==> src/rtl/interrupt_control_pkg.sv <==
`default_nettype none
// ============================================================================
//  Module   : interrupt_control_pkg
//  Purpose  : Shared constants for the PDP-8/e interrupt front end:
//             major-state encodings (F0..H3), opcode fields and the
//             device-00 processor IOT function codes.
//  Ports    : none (package)
//  Revision : 1.0  initial release
// ============================================================================
package interrupt_control_pkg;

  // Major states of the sequencer: Fetch, Defer, Execute, Halt, 4 phases each.
  localparam logic [4:0] F0 = 5'd0;
  localparam logic [4:0] F1 = 5'd1;
  localparam logic [4:0] F2 = 5'd2;
  localparam logic [4:0] F3 = 5'd3;
  localparam logic [4:0] D0 = 5'd4;
  localparam logic [4:0] D1 = 5'd5;
  localparam logic [4:0] D2 = 5'd6;
  localparam logic [4:0] D3 = 5'd7;
  localparam logic [4:0] E0 = 5'd8;
  localparam logic [4:0] E1 = 5'd9;
  localparam logic [4:0] E2 = 5'd10;
  localparam logic [4:0] E3 = 5'd11;
  localparam logic [4:0] H0 = 5'd12;
  localparam logic [4:0] H1 = 5'd13;
  localparam logic [4:0] H2 = 5'd14;
  localparam logic [4:0] H3 = 5'd15;

  // Opcode field values (instruction[0:2]).
  localparam logic [2:0] OP_JMS = 3'd4;
  localparam logic [2:0] OP_JMP = 3'd5;

  // instruction[0:8] of a device-00 IOT, and instruction[0:5] of CDF/CIF.
  localparam logic [8:0] IOT_DEV00  = 9'o600;
  localparam logic [5:0] MEMEXT_62X = 6'o62;

  // Device-00 function codes (instruction[9:11]).
  typedef enum logic [2:0] {
    IOT_SKON = 3'd0,
    IOT_ION  = 3'd1,
    IOT_IOF  = 3'd2,
    IOT_SRQ  = 3'd3,
    IOT_GTF  = 3'd4,
    IOT_RTF  = 3'd5,
    IOT_SGT  = 3'd6,
    IOT_CAF  = 3'd7
  } iot_fn_e;

endpackage
`default_nettype wire

==> src/rtl/interrupt_control_irq_sync.sv <==
`default_nettype none
// ============================================================================
//  Module   : irq_sync
//  Purpose  : ORs the level-sensitive device interrupt requests and
//             registers the result (one clock of latency, never masked).
//  Ports    : clk      - system clock
//             reset    - synchronous, active-low
//             dev_irq  - device interrupt request lines [N_IRQ]
//             int_req  - registered OR of dev_irq
//  Revision : 1.0  initial release
// ============================================================================
module irq_sync #(
  parameter int N_IRQ = 8
) (
  input  logic             clk,
  input  logic             reset,
  input  logic [N_IRQ-1:0] dev_irq,
  output logic             int_req
);

  logic r_int_req;

  always_ff @(posedge clk) begin
    if (!reset) begin
      r_int_req <= 1'b0;
    end else begin
      r_int_req <= |dev_irq;
    end
  end

  assign int_req = r_int_req;

endmodule
`default_nettype wire

==> src/rtl/interrupt_control.sv <==
`default_nettype none
// ============================================================================
//  Module   : interrupt_control
//  Purpose  : PDP-8/e interrupt-system front end. Executes the device-00
//             IOTs (SKON ION IOF SRQ GTF RTF SGT CAF), implements the
//             one-instruction ION/RTF enable delay and the CIF/RTF inhibit
//             that lasts until the next JMP/JMS.
//  Ports    : clk          - system clock
//             reset        - synchronous, active-low
//             state        - current major state from the sequencer
//             instruction  - instruction register [0:11], bit 0 = MSB
//             int_in_prog  - interrupt-in-progress from the sequencer
//             ac           - accumulator [0:11] (RTF restores gtf from ac[1])
//             dev_irq      - device interrupt requests (level)
//             int_req      - registered OR of dev_irq
//             int_ena      - interrupt enable (ION flip-flop)
//             int_inh      - interrupt inhibit
//             gtf          - greater-than flag
//             skip         - combinational skip for the current IOT
//             caf          - one-cycle clear-all-flags strobe
//  Revision : 1.0  initial release
// ============================================================================
module interrupt_control
  import interrupt_control_pkg::*;
#(
  parameter int N_IRQ = 8
) (
  input  logic             clk,
  input  logic             reset,
  input  logic [4:0]       state,
  input  logic [0:11]      instruction,
  input  logic             int_in_prog,
  input  logic [0:11]      ac,
  input  logic [N_IRQ-1:0] dev_irq,
  output logic             int_req,
  output logic             int_ena,
  output logic             int_inh,
  output logic             gtf,
  output logic             skip,
  output logic             caf
);

  logic    r_int_ena;
  logic    r_ion_delay;
  logic    r_int_inh;
  logic    r_gtf;
  logic    r_caf;
  logic    r_iip_prev;

  logic    w_ena_nxt;
  logic    w_dly_nxt;
  logic    w_inh_nxt;
  logic    w_gtf_nxt;
  logic    w_caf_nxt;

  iot_fn_e w_fn;
  logic    w_iot_f3;
  logic    w_cif_f3;
  logic    w_jump_clr;
  logic    w_ack;
  logic    w_unused_ac;

  irq_sync #(
    .N_IRQ (N_IRQ)
  ) u_irq_sync (
    .clk     (clk),
    .reset   (reset),
    .dev_irq (dev_irq),
    .int_req (int_req)
  );

  assign w_fn     = iot_fn_e'(instruction[9:11]);
  assign w_iot_f3 = (state == F3) && (instruction[0:8] == IOT_DEV00);
  assign w_cif_f3 = (state == F3) && (instruction[0:5] == MEMEXT_62X) && instruction[10];

  // The inhibit is released at the point where the jump target is committed.
  assign w_jump_clr = ((state == F3) && (instruction[0:2] == OP_JMP) && !instruction[3])
                    || ((state == D3) && (instruction[0:2] == OP_JMP))
                    || ((state == E3) && (instruction[0:2] == OP_JMS));

  // Acknowledge only on the rising edge of int_in_prog seen at E0.
  assign w_ack = (state == E0) && int_in_prog && !r_iip_prev;

  // Only ac[1] feeds the design; the rest is folded away here.
  assign w_unused_ac = ^{ac[0], ac[2:11]};

  // Later assignments override earlier ones, so the list runs from lowest
  // to highest priority.
  always_comb begin
    w_ena_nxt = r_int_ena;
    w_dly_nxt = r_ion_delay;
    w_inh_nxt = r_int_inh;
    w_gtf_nxt = r_gtf;
    w_caf_nxt = 1'b0;

    if ((state == F1) && r_ion_delay) begin
      w_ena_nxt = 1'b1;
      w_dly_nxt = 1'b0;
    end

    if (w_iot_f3 && ((w_fn == IOT_ION) || (w_fn == IOT_RTF))) begin
      w_dly_nxt = 1'b1;
    end

    if (w_iot_f3 && (w_fn == IOT_RTF)) begin
      w_gtf_nxt = ac[1];
      w_inh_nxt = 1'b1;
    end

    if (w_cif_f3) begin
      w_inh_nxt = 1'b1;
    end

    if (w_jump_clr) begin
      w_inh_nxt = 1'b0;
    end

    if (w_iot_f3 && ((w_fn == IOT_SKON) || (w_fn == IOT_IOF))) begin
      w_ena_nxt = 1'b0;
      w_dly_nxt = 1'b0;
    end

    if (w_ack) begin
      w_ena_nxt = 1'b0;
      w_dly_nxt = 1'b0;
      w_inh_nxt = 1'b0;
    end

    if (w_iot_f3 && (w_fn == IOT_CAF)) begin
      w_ena_nxt = 1'b0;
      w_dly_nxt = 1'b0;
      w_inh_nxt = 1'b0;
      w_gtf_nxt = 1'b0;
      w_caf_nxt = 1'b1;
    end
  end

  always_ff @(posedge clk) begin
    if (!reset) begin
      r_int_ena   <= 1'b0;
      r_ion_delay <= 1'b0;
      r_int_inh   <= 1'b0;
      r_gtf       <= 1'b0;
      r_caf       <= 1'b0;
      r_iip_prev  <= 1'b0;
    end else begin
      r_int_ena   <= w_ena_nxt;
      r_ion_delay <= w_dly_nxt;
      r_int_inh   <= w_inh_nxt;
      r_gtf       <= w_gtf_nxt;
      r_caf       <= w_caf_nxt;
      r_iip_prev  <= int_in_prog;
    end
  end

  always_comb begin
    skip = 1'b0;
    if (w_iot_f3) begin
      case (w_fn)
        IOT_SKON: skip = r_int_ena;
        IOT_SRQ:  skip = int_req;
        IOT_SGT:  skip = r_gtf;
        default:  skip = 1'b0;
      endcase
    end
  end

  assign int_ena = r_int_ena;
  assign int_inh = r_int_inh;
  assign gtf     = r_gtf;
  assign caf     = r_caf;

endmodule
`default_nettype wire

==> config.mk <==
export PLATFORM = sky130hd
export DESIGN_NAME = interrupt_control
export DESIGN_NICKNAME = d
export VERILOG_FILES = /design/src/rtl/interrupt_control_pkg.sv /design/src/rtl/interrupt_control_irq_sync.sv /design/src/rtl/interrupt_control.sv
export SDC_FILE = /design/constraint.sdc
export NUM_CORES = 1
export LEC_CHECK = 0
export BUFFER_PORTS_ARGS = -buffer_cell sky130_fd_sc_hd__buf_2
export CORE_MARGIN = 2
export CORE_UTILIZATION = 25
export CTS_CLUSTER_DIAMETER = 200
export CTS_CLUSTER_SIZE = 28
export DETAILED_ROUTE_END_ITERATION = 10
export PLACE_DENSITY_LB_ADDON = 0.25
export SETUP_SLACK_MARGIN = 0.2
export SLEW_MARGIN = 10
export SYNTH_ARGS = -nofsm -noshare
export SYNTH_HDL_FRONTEND = slang
export SYNTH_SLANG_ARGS = --single-unit
==> constraint.sdc <==
create_clock -name clk -period 3 [get_ports clk]
set_input_delay 0.3 -clock clk [delete_from_list [all_inputs] [get_ports clk]]
set_output_delay 0.3 -clock clk [all_outputs]
set_load 0.1 [all_outputs]
==> run_summary.xml <==
<?xml version="1.0" encoding="UTF-8"?>
<metrics>
  <group name="placement">
    <metric name="gp_congestion" unit="">0.770</metric>
    <metric name="post_place_setup_slack" unit="ns">1.06</metric>
    <metric name="numPortBuffers" unit="">34</metric>
    <metric name="dp.final_hpwl" unit="microns">1110</metric>
  </group>
  <group name="cts">
    <metric name="tritoncts_num_sinks" unit="">7</metric>
    <metric name="cts_htree_levels" unit="">1</metric>
    <metric name="clock_tree.root_cell" unit="">clkbuf_4</metric>
    <metric name="clock_tree_from_tritoncts" unit="">yes</metric>
    <metric name="numCtsBuffers" unit="">3</metric>
    <metric name="post-cts-setup-buffers" unit="">0</metric>
    <metric name="cts.path.max_buffers" unit="">2</metric>
    <metric name="clk-insertion-delay-late" unit="ns">0.26</metric>
    <metric name="path_clk_slew" unit="ns">0.06</metric>
    <metric name="ctsResizeCount" unit="">0</metric>
    <metric name="cts_hold_buf" unit="">0</metric>
  </group>
  <group name="layout">
    <metric name="finish.net_count" unit="">134</metric>
    <metric name="antenna-diode-count" unit="">0</metric>
    <metric name="postLayoutCoreUtil" unit="">0.380</metric>
    <metric name="syn_to_final_growth" unit="%">47.4</metric>
    <metric name="drive_gt1_frac" unit="">0.473</metric>
  </group>
  <group name="timing">
    <metric name="finalClockSkew" unit="ns">0.0103</metric>
    <metric name="timing.setup.tns" unit="ns">0</metric>
    <metric name="timing.final.crit_period" unit="ns">2.06</metric>
    <metric name="finalWorstSetupSlack" unit="ns">0.938</metric>
    <metric name="timing.final.max_slew_violations" unit="">0</metric>
    <metric name="setup_viol" unit="">0</metric>
    <metric name="timing_hold_violations_final" unit="">0</metric>
    <metric name="post-route-period-util" unit="">0.687</metric>
    <metric name="timing_worst_slew_pin_value" unit="ns">0.485</metric>
    <metric name="fmaxAchievable" unit="MHz">485</metric>
    <metric name="rsz0062_at_grt" unit="">false</metric>
    <metric name="slew-limit-headroom" unit="">0.679</metric>
  </group>
  <group name="global_routing">
    <metric name="grt_max_degree" unit="">9</metric>
    <metric name="grt_pass1_vias" unit="">511</metric>
    <metric name="antenna_found_initial" unit="">0</metric>
    <metric name="grt_util_all_layers" unit="">0.120</metric>
    <metric name="grt_first_pass_wirelength" unit="microns">1850</metric>
    <metric name="grt_overflow_total" unit="">0</metric>
  </group>
  <group name="power">
    <metric name="leakage" unit="nW">0.323</metric>
    <metric name="p_per_area" unit="mW/mm^2">328</metric>
    <metric name="worst_ir_drop_vdd" unit="V">0.0000953</metric>
  </group>
  <group name="logic_synthesis">
    <metric name="synth_async_sr_flop_share" unit="">0</metric>
    <metric name="yosys_register_bits" unit="">7</metric>
    <metric name="ys_types" unit="">30</metric>
    <metric name="synth_edf_count" unit="">0</metric>
    <metric name="syn_area" unit="sq um">490</metric>
    <metric name="synthTopCellsByArea" unit="">dfxtp_1 29%, o21ai_0 5.1%, nor4b_4 4.8%</metric>
    <metric name="postSynthAreaPerCell" unit="sq um">8.92</metric>
    <metric name="post-synth-top-area-fraction" unit="">0.286</metric>
    <metric name="net_count_after_synthesis" unit="">95</metric>
    <metric name="yosysSeqAreaShare" unit="">0.286</metric>
    <metric name="postSynthCellCount" unit="">55</metric>
    <metric name="synth.largest_area_cell" unit="">dfxtp_1</metric>
    <metric name="yosysWarnings" unit="">0</metric>
    <metric name="synth_flop_cell" unit="">dfxtp_1</metric>
  </group>
  <group name="min_path">
    <metric name="hold_path_class" unit="">in -&gt; reg</metric>
  </group>
  <group name="route">
    <metric name="drc" unit="">0</metric>
    <metric name="first_pass_iters" unit="">4</metric>
    <metric name="detailroute.via_count" unit="">591</metric>
    <metric name="drt-initial-drc-count" unit="">9</metric>
    <metric name="final_antenna_net_count" unit="">0</metric>
    <metric name="via_density" unit="">4.93</metric>
    <metric name="drt_wl_total" unit="microns">1360</metric>
    <metric name="wl_per_cell" unit="microns">11.3</metric>
  </group>
  <group name="die">
    <metric name="die_h" unit="microns">48.3</metric>
    <metric name="initial_utilization" unit="">0.258</metric>
    <metric name="die_w" unit="microns">48.3</metric>
    <metric name="num_rows" unit="">16</metric>
    <metric name="total_i_o_pin_count" unit="">46</metric>
    <metric name="core_ar" unit="sq mm">0.00190</metric>
    <metric name="die_area" unit="sq mm">0.00233</metric>
  </group>
  <group name="worst_setup_path">
    <metric name="worstPathRequired" unit="ns">2.70</metric>
    <metric name="cp_slowest_stage_delay" unit="ns">0.44</metric>
    <metric name="timing.reg2reg.setup_slack" unit="ns">2.05</metric>
    <metric name="critical_path.startpoint_type" unit="">register</metric>
    <metric name="crit_path_max_fanout" unit="">3</metric>
    <metric name="timing_worst_setup_path_type" unit="">reg -&gt; out</metric>
    <metric name="crit_path_end_kind" unit="">primary output</metric>
    <metric name="cell_with_the_largest_stage_delay_on_the_worst_path" unit="">or3b_2</metric>
    <metric name="worst-endpoint-arrival" unit="ns">1.76</metric>
    <metric name="crit_chain" unit="">or3b_2 -&gt; a21oi_1 -&gt; a31oi_1 -&gt; nor2_2 -&gt; buf_2</metric>
  </group>
  <group name="run_status">
    <metric name="status" unit="">finished clean</metric>
  </group>
  <group name="flow_run">
    <metric name="maxCapViolations" unit="">0</metric>
  </group>
</metrics>
[cell usage after synthesis, types with 2 or more instances]
cell type  n
dfxtp_1    7
nand2_1    3
a21oi_1    4
a21boi_0   3
nor2_1     2
inv_1      2
o21ai_0    5
nand3_1    2
nor4_1     2
or4b_1     2
a31oi_1    2
nor2b_1    3
[registers in the layout, indices dropped and copies added, names as in the netlist]
| name | cells |
|---|---|
| caf | 1 |
| int_ena | 1 |
| r_iip_prev | 1 |
| gtf | 1 |
| r_ion_delay | 1 |
| u_irq_sync.int_req | 1 |
| int_inh | 1 |
[cell families after synthesis]
family | count (synthesis) | share of synthesized area
simple gates | 28 | 0.459
mux | 1 | 0.0204
compound gates | 17 | 0.219
flops | 7 | 0.286
buf+inv | 2 | 0.0153
[critical path: cells and delay by family (launching register included)]
kind / cells / cell delay [ns]
and+or+nand+nor: 2 / 0.53
buffers and inverters: 1 / 0.43
DFF: 1 / 0.34
AOI/OAI and AO/OA: 2 / 0.20
[report_power, final]
part,switching [mW],internal (mW)
clock,0.0405,0.0512
sequential,0.000521,0.0944
combinational,0.0272,0.0232
[worst paths after layout]
path,startpoint,cells past startpoint,endpoint
min reg2reg,int_inh$_SDFFE_PP0P_,2,int_inh$_SDFFE_PP0P_
max reg2reg,r_iip_prev$_SDFF_PN0_,2,r_ion_delay$_SDFFE_PP0P_
min,int_in_prog,2,r_iip_prev$_SDFF_PN0_
max,int_ena$_SDFFE_PP0P_,5,skip
[per-stage QoR]
stage / std cells / hold WS (ns) / power [mW] / area [sq um]
finish: 120 / 0.251 / 0.237 / 723
CTS: 120 / 0.255 / 0.239 / 723
floorplan: 55 / 0.418 / 0.117 / 493
global placement: 116 / 0.464 / 0.147 / 697
global route: 120 / 0.266 / 0.250 / 723
detailed placement: 116 / 0.476 / 0.148 / 697
[cell type report]
class | count | area (sq um)
fill | 215 | 1180
inverter | 2 | 7.51
tap | 27 | 33.8
timing repair buffer | 34 | 170
clock buffer | 4 | 26.3
multi-input combinational | 46 | 345
sequential | 7 | 140
[placed cells by master (no fill, tap or decap), drive strengths merged, types with 2 or more instances in the layout]
master  count
nand2       3
nor2b       3
a31oi       2
clkbuf      4
or4b        2
dfxtp       7
o21ai       5
a21boi      4
buf        34
nand3       3
nor2        2
nor3b       2
a21oi       4
nor4        3
inv         2
[metal layers]
layer	GRT usage	share of wire	vias to the layer above
li1	-	-	293
met5	0	0	-
met1	0.107	0.38	274
met2	0.221	0.51	19
met4	0.114	0.039	0
met3	0.0222	0.066	5
(Power assumes the default switching activity.)
